## src/rtl/crp16_muldiv_if.sv

```systemverilog
// Bundles the crp16_muldiv request/result handshake and its external ALU drive.
// The slave side is the unit; the master side is the controller together with the ALU.
interface crp16_muldiv_if;
   logic        start;
   logic        op;
   logic [15:0] a;
   logic [15:0] b;
   logic        busy;
   logic        done;
   logic [15:0] result_lo;
   logic [15:0] result_hi;
   logic        div_by_zero;
   logic [15:0] alu_x;
   logic [15:0] alu_y;
   logic [2:0]  alu_select;
   logic [15:0] alu_out;
   logic        alu_c;

   modport slave (
      input  start, op, a, b, alu_out, alu_c,
      output busy, done, result_lo, result_hi, div_by_zero,
             alu_x, alu_y, alu_select
   );

   modport master (
      output start, op, a, b, alu_out, alu_c,
      input  busy, done, result_lo, result_hi, div_by_zero,
             alu_x, alu_y, alu_select
   );
endinterface

```

## src/rtl/crp16_muldiv.sv

```systemverilog
// Iterative 16x16 shift-add multiply and 16/16 restoring divide for CRP16.
// Each RUN cycle issues one add or subtract to an external combinational ALU.
module crp16_muldiv (
   input logic clock,
   input logic reset,
   crp16_muldiv_if.slave bus
);
   typedef enum logic [1:0] {IDLE, RUN, DONE} state_t;

   localparam logic [2:0] SEL_ADD = 3'b110;
   localparam logic [2:0] SEL_SUB = 3'b111;

   state_t      state, state_nx;
   logic [15:0] hi, lo, opnd;
   logic [3:0]  cnt;
   logic        is_div;
   logic        dbz;
   logic        accept;
   logic        zero_div;

   // One multiply iteration: conditionally take the ALU sum, then shift {sum, lo} right.
   function automatic logic [31:0] mul_step(input logic [15:0] h, input logic [15:0] l,
                                            input logic [15:0] sum_lo, input logic carry);
      logic [16:0] sum;
      sum = l[0] ? {carry, sum_lo} : {1'b0, h};
      return {sum, l[15:1]};
   endfunction

   // One restoring-divide iteration; bit 16 of the shifted remainder forces acceptance.
   function automatic logic [31:0] div_step(input logic [15:0] h, input logic [15:0] l,
                                            input logic [15:0] diff, input logic carry);
      logic [16:0] t;
      t = {h, l[15]};
      if (t[16] || carry)
         return {diff, l[14:0], 1'b1};
      return {t[15:0], l[14:0], 1'b0};
   endfunction

   assign accept   = bus.start && (state != RUN);
   assign zero_div = bus.op && (bus.b == 16'd0);

   always_ff @(posedge clock or posedge reset) begin
      if (reset)
         state <= IDLE;
      else
         state <= state_nx;
   end

   always_comb begin
      state_nx = state;
      case (state)
         IDLE, DONE: begin
            if (accept)
               state_nx = zero_div ? DONE : RUN;
            else if (state == DONE)
               state_nx = IDLE;
         end
         RUN: begin
            if (cnt == 4'd15)
               state_nx = DONE;
         end
         default: state_nx = IDLE;
      endcase
   end

   always_ff @(posedge clock or posedge reset) begin
      if (reset) begin
         hi     <= 16'd0;
         lo     <= 16'd0;
         opnd   <= 16'd0;
         cnt    <= 4'd0;
         is_div <= 1'b0;
         dbz    <= 1'b0;
      end else if (accept) begin
         opnd   <= bus.b;
         cnt    <= 4'd0;
         is_div <= bus.op;
         if (zero_div) begin
            hi  <= bus.a;
            lo  <= 16'hFFFF;
            dbz <= 1'b1;
         end else begin
            hi  <= 16'd0;
            lo  <= bus.a;
            dbz <= 1'b0;
         end
      end else if (state == RUN) begin
         if (is_div)
            {hi, lo} <= div_step(hi, lo, bus.alu_out, bus.alu_c);
         else
            {hi, lo} <= mul_step(hi, lo, bus.alu_out, bus.alu_c);
         cnt <= cnt + 4'd1;
      end
   end

   // ALU is parked at add-with-zeros whenever no iteration is in progress.
   always_comb begin
      bus.alu_x      = 16'd0;
      bus.alu_y      = 16'd0;
      bus.alu_select = SEL_ADD;
      if (state == RUN) begin
         bus.alu_y = opnd;
         if (is_div) begin
            bus.alu_x      = {hi[14:0], lo[15]};
            bus.alu_select = SEL_SUB;
         end else begin
            bus.alu_x = hi;
         end
      end
   end

   assign bus.busy        = (state == RUN);
   assign bus.done        = (state == DONE);
   assign bus.result_lo   = lo;
   assign bus.result_hi   = hi;
   assign bus.div_by_zero = dbz;
endmodule

```

## src/flat_wrapper.sv

```systemverilog
// flat-port wrapper written by rule: the top's interface ports become plain ports
module crp16_muldiv_flat 
  (clock, reset, bus_start, bus_op, bus_a, bus_b, bus_alu_out, bus_alu_c, bus_busy, bus_done, bus_result_lo, bus_result_hi, bus_div_by_zero, bus_alu_x, bus_alu_y, bus_alu_select);
  crp16_muldiv_if bus_i ();
  input logic clock;
  input logic reset;
  input wire logic [$bits(bus_i.start)-1:0] bus_start;
  input wire logic [$bits(bus_i.op)-1:0] bus_op;
  input wire logic [$bits(bus_i.a)-1:0] bus_a;
  input wire logic [$bits(bus_i.b)-1:0] bus_b;
  input wire logic [$bits(bus_i.alu_out)-1:0] bus_alu_out;
  input wire logic [$bits(bus_i.alu_c)-1:0] bus_alu_c;
  output wire logic [$bits(bus_i.busy)-1:0] bus_busy;
  output wire logic [$bits(bus_i.done)-1:0] bus_done;
  output wire logic [$bits(bus_i.result_lo)-1:0] bus_result_lo;
  output wire logic [$bits(bus_i.result_hi)-1:0] bus_result_hi;
  output wire logic [$bits(bus_i.div_by_zero)-1:0] bus_div_by_zero;
  output wire logic [$bits(bus_i.alu_x)-1:0] bus_alu_x;
  output wire logic [$bits(bus_i.alu_y)-1:0] bus_alu_y;
  output wire logic [$bits(bus_i.alu_select)-1:0] bus_alu_select;
  assign bus_i.start = bus_start;
  assign bus_i.op = bus_op;
  assign bus_i.a = bus_a;
  assign bus_i.b = bus_b;
  assign bus_i.alu_out = bus_alu_out;
  assign bus_i.alu_c = bus_alu_c;
  assign bus_busy = bus_i.busy;
  assign bus_done = bus_i.done;
  assign bus_result_lo = bus_i.result_lo;
  assign bus_result_hi = bus_i.result_hi;
  assign bus_div_by_zero = bus_i.div_by_zero;
  assign bus_alu_x = bus_i.alu_x;
  assign bus_alu_y = bus_i.alu_y;
  assign bus_alu_select = bus_i.alu_select;
  crp16_muldiv u_core (.clock(clock), .reset(reset), .bus(bus_i));
endmodule
```

## config.mk

```make
export PLATFORM = sky130hd
export DESIGN_NAME = crp16_muldiv_flat
export DESIGN_NICKNAME = d
export VERILOG_FILES = /design/src/rtl/crp16_muldiv_if.sv /design/src/rtl/crp16_muldiv.sv /design/src/flat_wrapper.sv
export SDC_FILE = /design/constraint.sdc
export NUM_CORES = 1
export LEC_CHECK = 0
export CAP_MARGIN = 20
export CORE_ASPECT_RATIO = 1.4
export CORE_UTILIZATION = 45
export CTS_BUF_LIST = sky130_fd_sc_hd__clkbuf_4 sky130_fd_sc_hd__clkbuf_8
export CTS_CLUSTER_DIAMETER = 50
export DETAILED_ROUTE_END_ITERATION = 12
export PLACE_DENSITY_LB_ADDON = 0.3
export RECOVER_POWER = 25
export SLEW_MARGIN = 20
export SYNTH_ARGS = -nofsm -noshare
export SYNTH_HDL_FRONTEND = slang
export SYNTH_SLANG_ARGS = --single-unit
```

## constraint.sdc

```tcl
create_clock -name clock -period 2.2 [get_ports clock]
set_input_delay 0.33 -clock clock [delete_from_list [all_inputs] [get_ports clock]]
set_output_delay 0.33 -clock clock [all_outputs]
set_load 0.05 [all_outputs]
```

; ---- Word-level counts from Yosys, hierarchy flattened
; Cells that the tools add are included.
[word_totals]
elab_cells = 50
output_inout_bits = 70
register_bits = 56
inputBits = 53
[classes]
addsub = 1
mux = 28
reduce_logical = 8
eq_ne = 6
[op_table]
columns = cell, count
row1 = $mux 16, 11
row2 = $mux 32, 2
row3 = $mux 17, 1
row4 = $logic_not 16->1, 1
row5 = $mux 2, 4
row6 = $mux 4, 2
row7 = $mux 1, 6
row8 = $add 4x1->4 const B, 1
row9 = $eq 4x4->1 const B, 1
row10 = $ne 2x1->1 const B, 2
row11 = $pmux 2 s2, 1
row12 = $mux 3, 1
row13 = $ne 3x2->1 const B, 1
row14 = $eq 2x1->1 const B, 1
row15 = $eq 2x2->1 const B, 1
row16 = $logic_and 1x1->1, 2
row17 = $logic_not 2->1, 1
row18 = $reduce_and 2->1, 1
row19 = $reduce_bool 2->1, 1
row20 = $reduce_or 2->1, 1
row21 = $logic_or 1x1->1, 1

; ---- Logic depth before layout (Yosys ltp)
[logic_depth]
word_depth = 9
ltp_mapped = 7
mapped_depth_nobuf = 5

; ---- Worst setup path before layout
; No wires, ideal clock.
[synth_path]
path_type = register -> output
start = reg u_core.state[1]
end = out bus_alu_y[10]
path_slack_ns = -0.252
required_time_ns = 1.870
n_path_buf = 3
path_stages_with_launch = 7
arrival_time_ns = 2.122
cell_sequence = dfrtp_1 > nand2b_1 > clkbuf_1 > inv_1 > clkbuf_1 > clkbuf_1 > and2_1
[synth_via]
elab_chain_len = 2
[synth_lines]
columns = element, line
row1 = from (decl), crp16_muldiv.sv:13  ; state_t state, state_nx;
row2 = from (signal assigned), crp16_muldiv.sv:46  ; state <= state_nx;
row3 = $eq 2x1->1, --
row4 = net bus_busy, flat_wrapper.sv:13  ; output wire logic [$bits(bus_i.busy)-1:0] bus_busy;
row5 = $mux 16, crp16_muldiv.sv:101  ; if (state == RUN) begin
row6 = to (decl), flat_wrapper.sv:19  ; output wire logic [$bits(bus_i.alu_y)-1:0] bus_alu_y;
; The timed path passes the listed nets, and every way through them passes these cells.

; ---- Final worst setup path
[layout_path]
start = reg u_core.state[0]
end = out bus_done
[layout_via]
elab_chain_len = 1
[layout_lines]
columns = element, line
row1 = $eq 2x2->1, crp16_muldiv.sv:113  ; assign bus.done = (state == DONE);
row2 = to (decl), flat_wrapper.sv:14  ; output wire logic [$bits(bus_i.done)-1:0] bus_done;
; No other way between the ends.

==> out/metrics.yaml <==
outcome: "completed"
antenna_found_initial: 0
reg2reg_depth: 6
wl_per_cell_um: 16.9
reg2reg_to: "u_core.cnt[3]$_DFFE_PP0P_"
synth_top_cell_by_area: "dfrtp_1"
start_kind: "register"
cts-root-buf: "clkbuf_8"
area_delta_synth_final_pct: 51.5
dp_hpwl_um: 7500
max_slew_margin_pct: 54.5
place_ws_ns: -0.0470
ys_seq_area_share_pct: 39.4
worstPathRequired_ns: 1.87
grt_max_degree: 52
die-area_um2: 8280
core_um2: 7700
io_buffers: 120
endpoint_kind: "output pin"
synthFlopType: "dfrtp_1"
htreeDepth: 2
clk_path_buf_depth: 2
ant_nets: 0
synth-edff-count: 0
yosysTopAreaCellShare_pct: 39.4
gp_congestion: 0.816
period_share_pct: 93.3
synth_area_per_cell_um2: 8.97
synth_area_um2: 3560
r2r_start: "u_core.state[1]$_DFFE_PP0P_"
syn_inst: 397
post-route-min-period_ns: 2.05
cts_buffers: 5
vias_per_cell: 5.82
num_rows: 38
finalHoldViolCount: 0
fin_cells: 606
max_freq_ghz: 0.487
dp.cells: 598
synth_warnings: 0
synth_most_common_cell: "dfrtp_1"
grt_usage_pct: 24.7
nNetsFinal: 559
utilization_pct: 70.0
crit_end: "bus_done"
rsz0062_at_grt: "false"
ios: 123
cts_tree: "done"
timing.critical_path.fanout_max: 3
synth_cell_types: 34
worstSkewPairLatency_ns: 0.32
tightest_slew_ns: 0.682
dr.pass1.iters: 4
whs_path_depth: 1
netlist_top_cells_area: "dfrtp_1 (39%), mux2i_1 (8.7%), mux2_2 (5.4%), a21oi_1 (4.9%), nand2_1 (4.2%)"
synthArstFlopShare_pct: 100
crit_start: "u_core.state[0]$_DFFE_PP0P_"
postCtsSetupRepairBufs: 0
antenna_cells: 0
layout_setup_ws_ns: 0.148
setup_viol: 0
drt-total-wl_um: 10200
reg2reg_setup_slack_ns: 0.49
grt_pass1_vias: 3404
max-cap-violations: 0
postSynthRegisterBits: 56
fill_cells: 597
hold_buffers: 0
crit_type: "reg2out"
hp-class: "reg2reg"
start_util_pct: 46.2
die_y_um: 107
cts.sinks: 56
final_max_slew_viol_count: 0
drcViolationCount: 0
overflow: 0
ys_top_cells_by_count: "dfrtp_1 (56), nand2_1 (40), a21oi_1 (35)"
path_clk_slew_ns: 0.11
ctsResizeCount: 0
grt_pass1_wl_um: 16400
cp_data_arrival_time_ns: 1.72
drive_gt1_share_pct: 19.2
final.setup_skew_ns: 0.00468
vias: 3529
drt-initial-drc-count: 188
die-width_um: 77.2
[worst min path at each step]
stage	start	end	slack, ns
6_report	u_core.cnt[3]$_DFFE_PP0P_	u_core.cnt[3]$_DFFE_PP0P_	0.50
5_1_grt	u_core.cnt[3]$_DFFE_PP0P_	u_core.cnt[3]$_DFFE_PP0P_	0.51
4_1_cts	reset	u_core.opnd[1]$_DFFE_PP0N_	0.32
3_5_place_dp	u_core.opnd[9]$_DFFE_PP0N_	u_core.opnd[9]$_DFFE_PP0N_	0.49
3_3_place_gp	u_core.cnt[3]$_DFFE_PP0P_	u_core.cnt[3]$_DFFE_PP0P_	0.47
2_1_floorplan	u_core.cnt[3]$_DFFE_PP0P_	u_core.cnt[3]$_DFFE_PP0P_	0.44
[layout by cell type (no fill, tap or decap), drive strengths merged, types with 2 or more instances in the layout]
cell type / synthesis / layout
clkdlybuf4s50: 0 / 84
dfrtp: 56 / 56
buf: 12 / 54
nand2: 40 / 40
a21oi: 35 / 35
mux2i: 31 / 31
nor2: 22 / 22
mux2: 17 / 17
nor2b: 17 / 17
a31oi: 17 / 17
nand4: 17 / 17
and2: 17 / 17
a211oi: 16 / 16
a2bb2oi: 16 / 16
nor3: 15 / 15
o31a: 14 / 14
o21ai: 9 / 9
clkbuf: 28 / 7
inv: 3 / 3
nor4: 2 / 2
or2: 2 / 2
conb: 1 / 2
nand2b: 2 / 2
clkinv: 1 / 2
or4: 2 / 2
[cell type report]
| cell class | count | area, µm² | share of cell area, % |
|---|---|---|---|
| inverter | 4 | 15.0 | 0.278 |
| sequential | 56 | 1400 | 26.0 |
| clock inverter | 2 | 35.0 | 0.650 |
| multi-input combinational | 298 | 2000 | 37.1 |
| timing repair buffer | 140 | 1740 | 32.3 |
| tap | 100 | 125 | 2.32 |
| clock buffer | 6 | 76.3 | 1.42 |
[flip-flops by register name, indices dropped and copies added, names as in the netlist]
register / cells
u_core.is_div: 1
u_core.cnt: 4
u_core.state: 2
u_core.bus.result_lo: 16
u_core.bus.div_by_zero: 1
u_core.opnd: 16
u_core.bus.result_hi: 16
[cell families after synthesis]
kind of cell | after synthesis | synth area share (%)
simple gates | 139 | 20.7
compound gates | 108 | 20.1
flops | 56 | 39.4
mux | 48 | 14.1
buf+inv | 44 | 5.31
fa+ha+maj | 1 | 0.351
other cells | 1 | 0.105
[critical path, cell delays in order, from the launching register on]
cell,delay [ns]
dfrtp_1,0.42
nor2b_1,0.14
clkdlybuf4s50_1,0.84
[layer usage]
layer	up-vias	routed length [µm]	track usage (%)
li1	1662	-	-
met1	1701	4130	29.8
met2	148	5160	41.5
met3	18	754	6.47
met4	0	210	10.1
met5	-	0	0
[per-stage QoR]
| step | setup TNS [ns] | area (µm²) | hold slack (ns) |
|---|---|---|---|
| 2_1_floorplan | 0 | 3590 | 0.444 |
| 3_3_place_gp | 0 | 5290 | 0.467 |
| 3_5_place_dp | -0.560 | 5290 | 0.485 |
| 4_1_cts | 0 | 5400 | 0.320 |
| 5_1_grt | 0 | 5390 | 0.510 |
| 6_report | 0 | 5390 | 0.504 |
Power is not shown: default switching activity piles up to over one toggle a cycle in this logic, so the estimate is an artifact.
==> RTL change: new RTL, same flow settings <==
Encoding of `state_t`: now one-hot (3 bits for 3 states).
--- a/src/rtl/crp16_muldiv.sv
+++ b/src/rtl/crp16_muldiv.sv
@@ -6,5 +6,5 @@
    crp16_muldiv_if.slave bus
 );
-   typedef enum logic [1:0] {IDLE, RUN, DONE} state_t;
+   typedef enum logic [2:0] {IDLE = 3'b001, RUN = 3'b010, DONE = 3'b100} state_t;
 
    localparam logic [2:0] SEL_ADD = 3'b110;
Formal check against the unedited RTL: same outputs for any inputs over 4 cycles, from zero or initial values and one cycle with reset high; so few cycles prove little.
==> RTL change against the original RTL <==
Wire length increased by 1.2%. Final cell count increased by 7.3%. Worst setup slack got worse by 0.089 ns. Sequential cell count increased by 1. Cell area grew 3.8%. Area after synthesis increased by 7.2%. Critical path type unchanged. Highest routed layer unchanged.
==> RTL change: results (changes against the original RTL) <==
.. list-table::
   :header-rows: 1

   * - Metric
     - Value
   * - Number of fill cells in the layout
     - 651 (+9.0%)
   * - Detailed placement HPWL
     - 7478 um (-0.28%)
   * - 1st-iter DRT viols
     - 237 (+26%)
   * - Cell type group with the largest total delay on the critical path
     - simple AND/OR/NAND/NOR gates
   * - Slew at the pin closest to its max-slew limit
     - 1.418 ns (+0.7353 ns)
   * - Standard cell with the maximum stage delay on the critical path
     - sky130_fd_sc_hd__or3b_4
   * - Vias in the first global route
     - 3,512 (+3.2%)
   * - Number of buffers added by the clock tree synthesis step
     - 9 (+4)
   * - Compound-Gate Fraction of Synth Area
     - 19.19% (-0.92 points)
   * - Placement Cell Area
     - 5379 um2 (+1.6%)
   * - Proportion of layout cells with a drive suffix above 1
     - 18.25% (-0.92 points)
   * - Ranking of synthesized cells by instance count
     - sky130_fd_sc_hd__dfrtp_1 (56), sky130_fd_sc_hd__nand2_1 (56), sky130_fd_sc_hd__nor3_1 (33), sky130_fd_sc_hd__mux2i_1 (31), sky130_fd_sc_hd__nor2_1 (24)
   * - Number of stages on the worst hold path
     - 2 (+1)
   * - Worst setup slack before clock tree synthesis
     - 0.06173 ns (+0.1087 ns)
   * - Worst Path Max Fanout
     - 52 (+49)
   * - Proportion of synthesized chip area in sequential cells
     - 37.42% (-1.9 points)
   * - Wire length after detailed routing
     - 10,370 um (+1.2%)
   * - Data arrival time of the critical path
     - 1.81 ns (+0.09 ns)
   * - Top cells by area in the synthesized netlist
     - sky130_fd_sc_hd__dfrtp_1 (37%), sky130_fd_sc_hd__mux2i_1 (8.1%), sky130_fd_sc_hd__nand2_1 (5.5%), sky130_fd_sc_hd__mux2_2 (5.0%), sky130_fd_sc_hd__nor3_1 (4.3%)
   * - Cell count after placement
     - 634 (+6.0%)
   * - Tightest Hold Check Type
     - primary input to flip-flop
   * - Post-synthesis adder-cell area fraction
     - 0.3280% (-0.024 points)
   * - Result of the run
     - finished, final reports clean
   * - Synthesized area per cell
     - 8.710 um2 (-2.9%)
   * - Post-detailed-route wirelength per cell
     - 15.96 um (-5.6%)
   * - Parity-gate share of the synthesized area counting xor and xnor cells
     - 0.2296% (+0.23 points)
   * - NumNets Final
     - 597 (+6.8%)
   * - Critical Path Start
     - u_core.state[2]
   * - Wire length of the first global-routing pass
     - 16,980 um (+3.4%)
   * - Placer Congestion
     - 0.8050 (-1.3%)
==> RTL change: layer usage <==
layer	wire [um]	part of all wire (%)	up-vias	global-route usage, %
met3	774	7.5	16	7.572
met2	5089	49	143	38.29
met5	0	0	-	0
met1	4355	42	1736	31.67
li1	-	-	1757	-
met4	151	1.5	0	7.262
==> RTL change: layout make-up <==
cell class | count | area, um2 | share of cell area, %
multi-input cells | 323 | 2085 | 37.25
repair buffers | 133 | 1664 | 29.73
flip-flops and latches | 57 | 1429 | 25.53
clock buffers | 14 | 180.2 | 3.219
well taps | 102 | 127.6 | 2.280
inverters | 19 | 76.32 | 1.364
clock inverters | 2 | 35.03 | 0.6260
==> RTL change: metrics by stage <==
stage / setup TNS (ns) / util, % / hold WS, ns
2_1_floorplan: -0.1978 / - / 0.4381
3_3_place_gp: 0 / 65.61 / 0.4526
3_5_place_dp: 0 / 65.61 / 0.4747
4_1_cts: 0 / 68.27 / 0.3581
5_1_grt: -0.1481 / 68.27 / 0.3825
6_report: 0 / 68.27 / 0.3705
==> RTL change: power breakdown <==
group	switching, W	internal [W]
sequential	0.000501	0.00142
combinational	0.00240	0.00168
clock	0.000402	0.000640
==> RTL change: final timing paths <==
| check | end | slack [ns] |
|---|---|---|
| setup reg to reg | u_core.bus.result_lo[7] | 0.35 |
| min in group asynchronous | u_core.bus.result_lo[9] | 0.91 |
| hold reg to reg | u_core.bus.div_by_zero | 0.48 |
| setup / recovery | bus_alu_x[13] | 0.06 |
| hold / removal | u_core.cnt[2] | 0.37 |
| max in group asynchronous | u_core.is_div | 0.34 |
==> RTL change: worst register-to-register path: cells and delay by family (launching register included) <==
kind,cells,cell delay [ns]
and+or+nand+nor,2,0.53
buffers and inverters,2,0.52
DFF,1,0.42
AOI/OAI and AO/OA,2,0.32
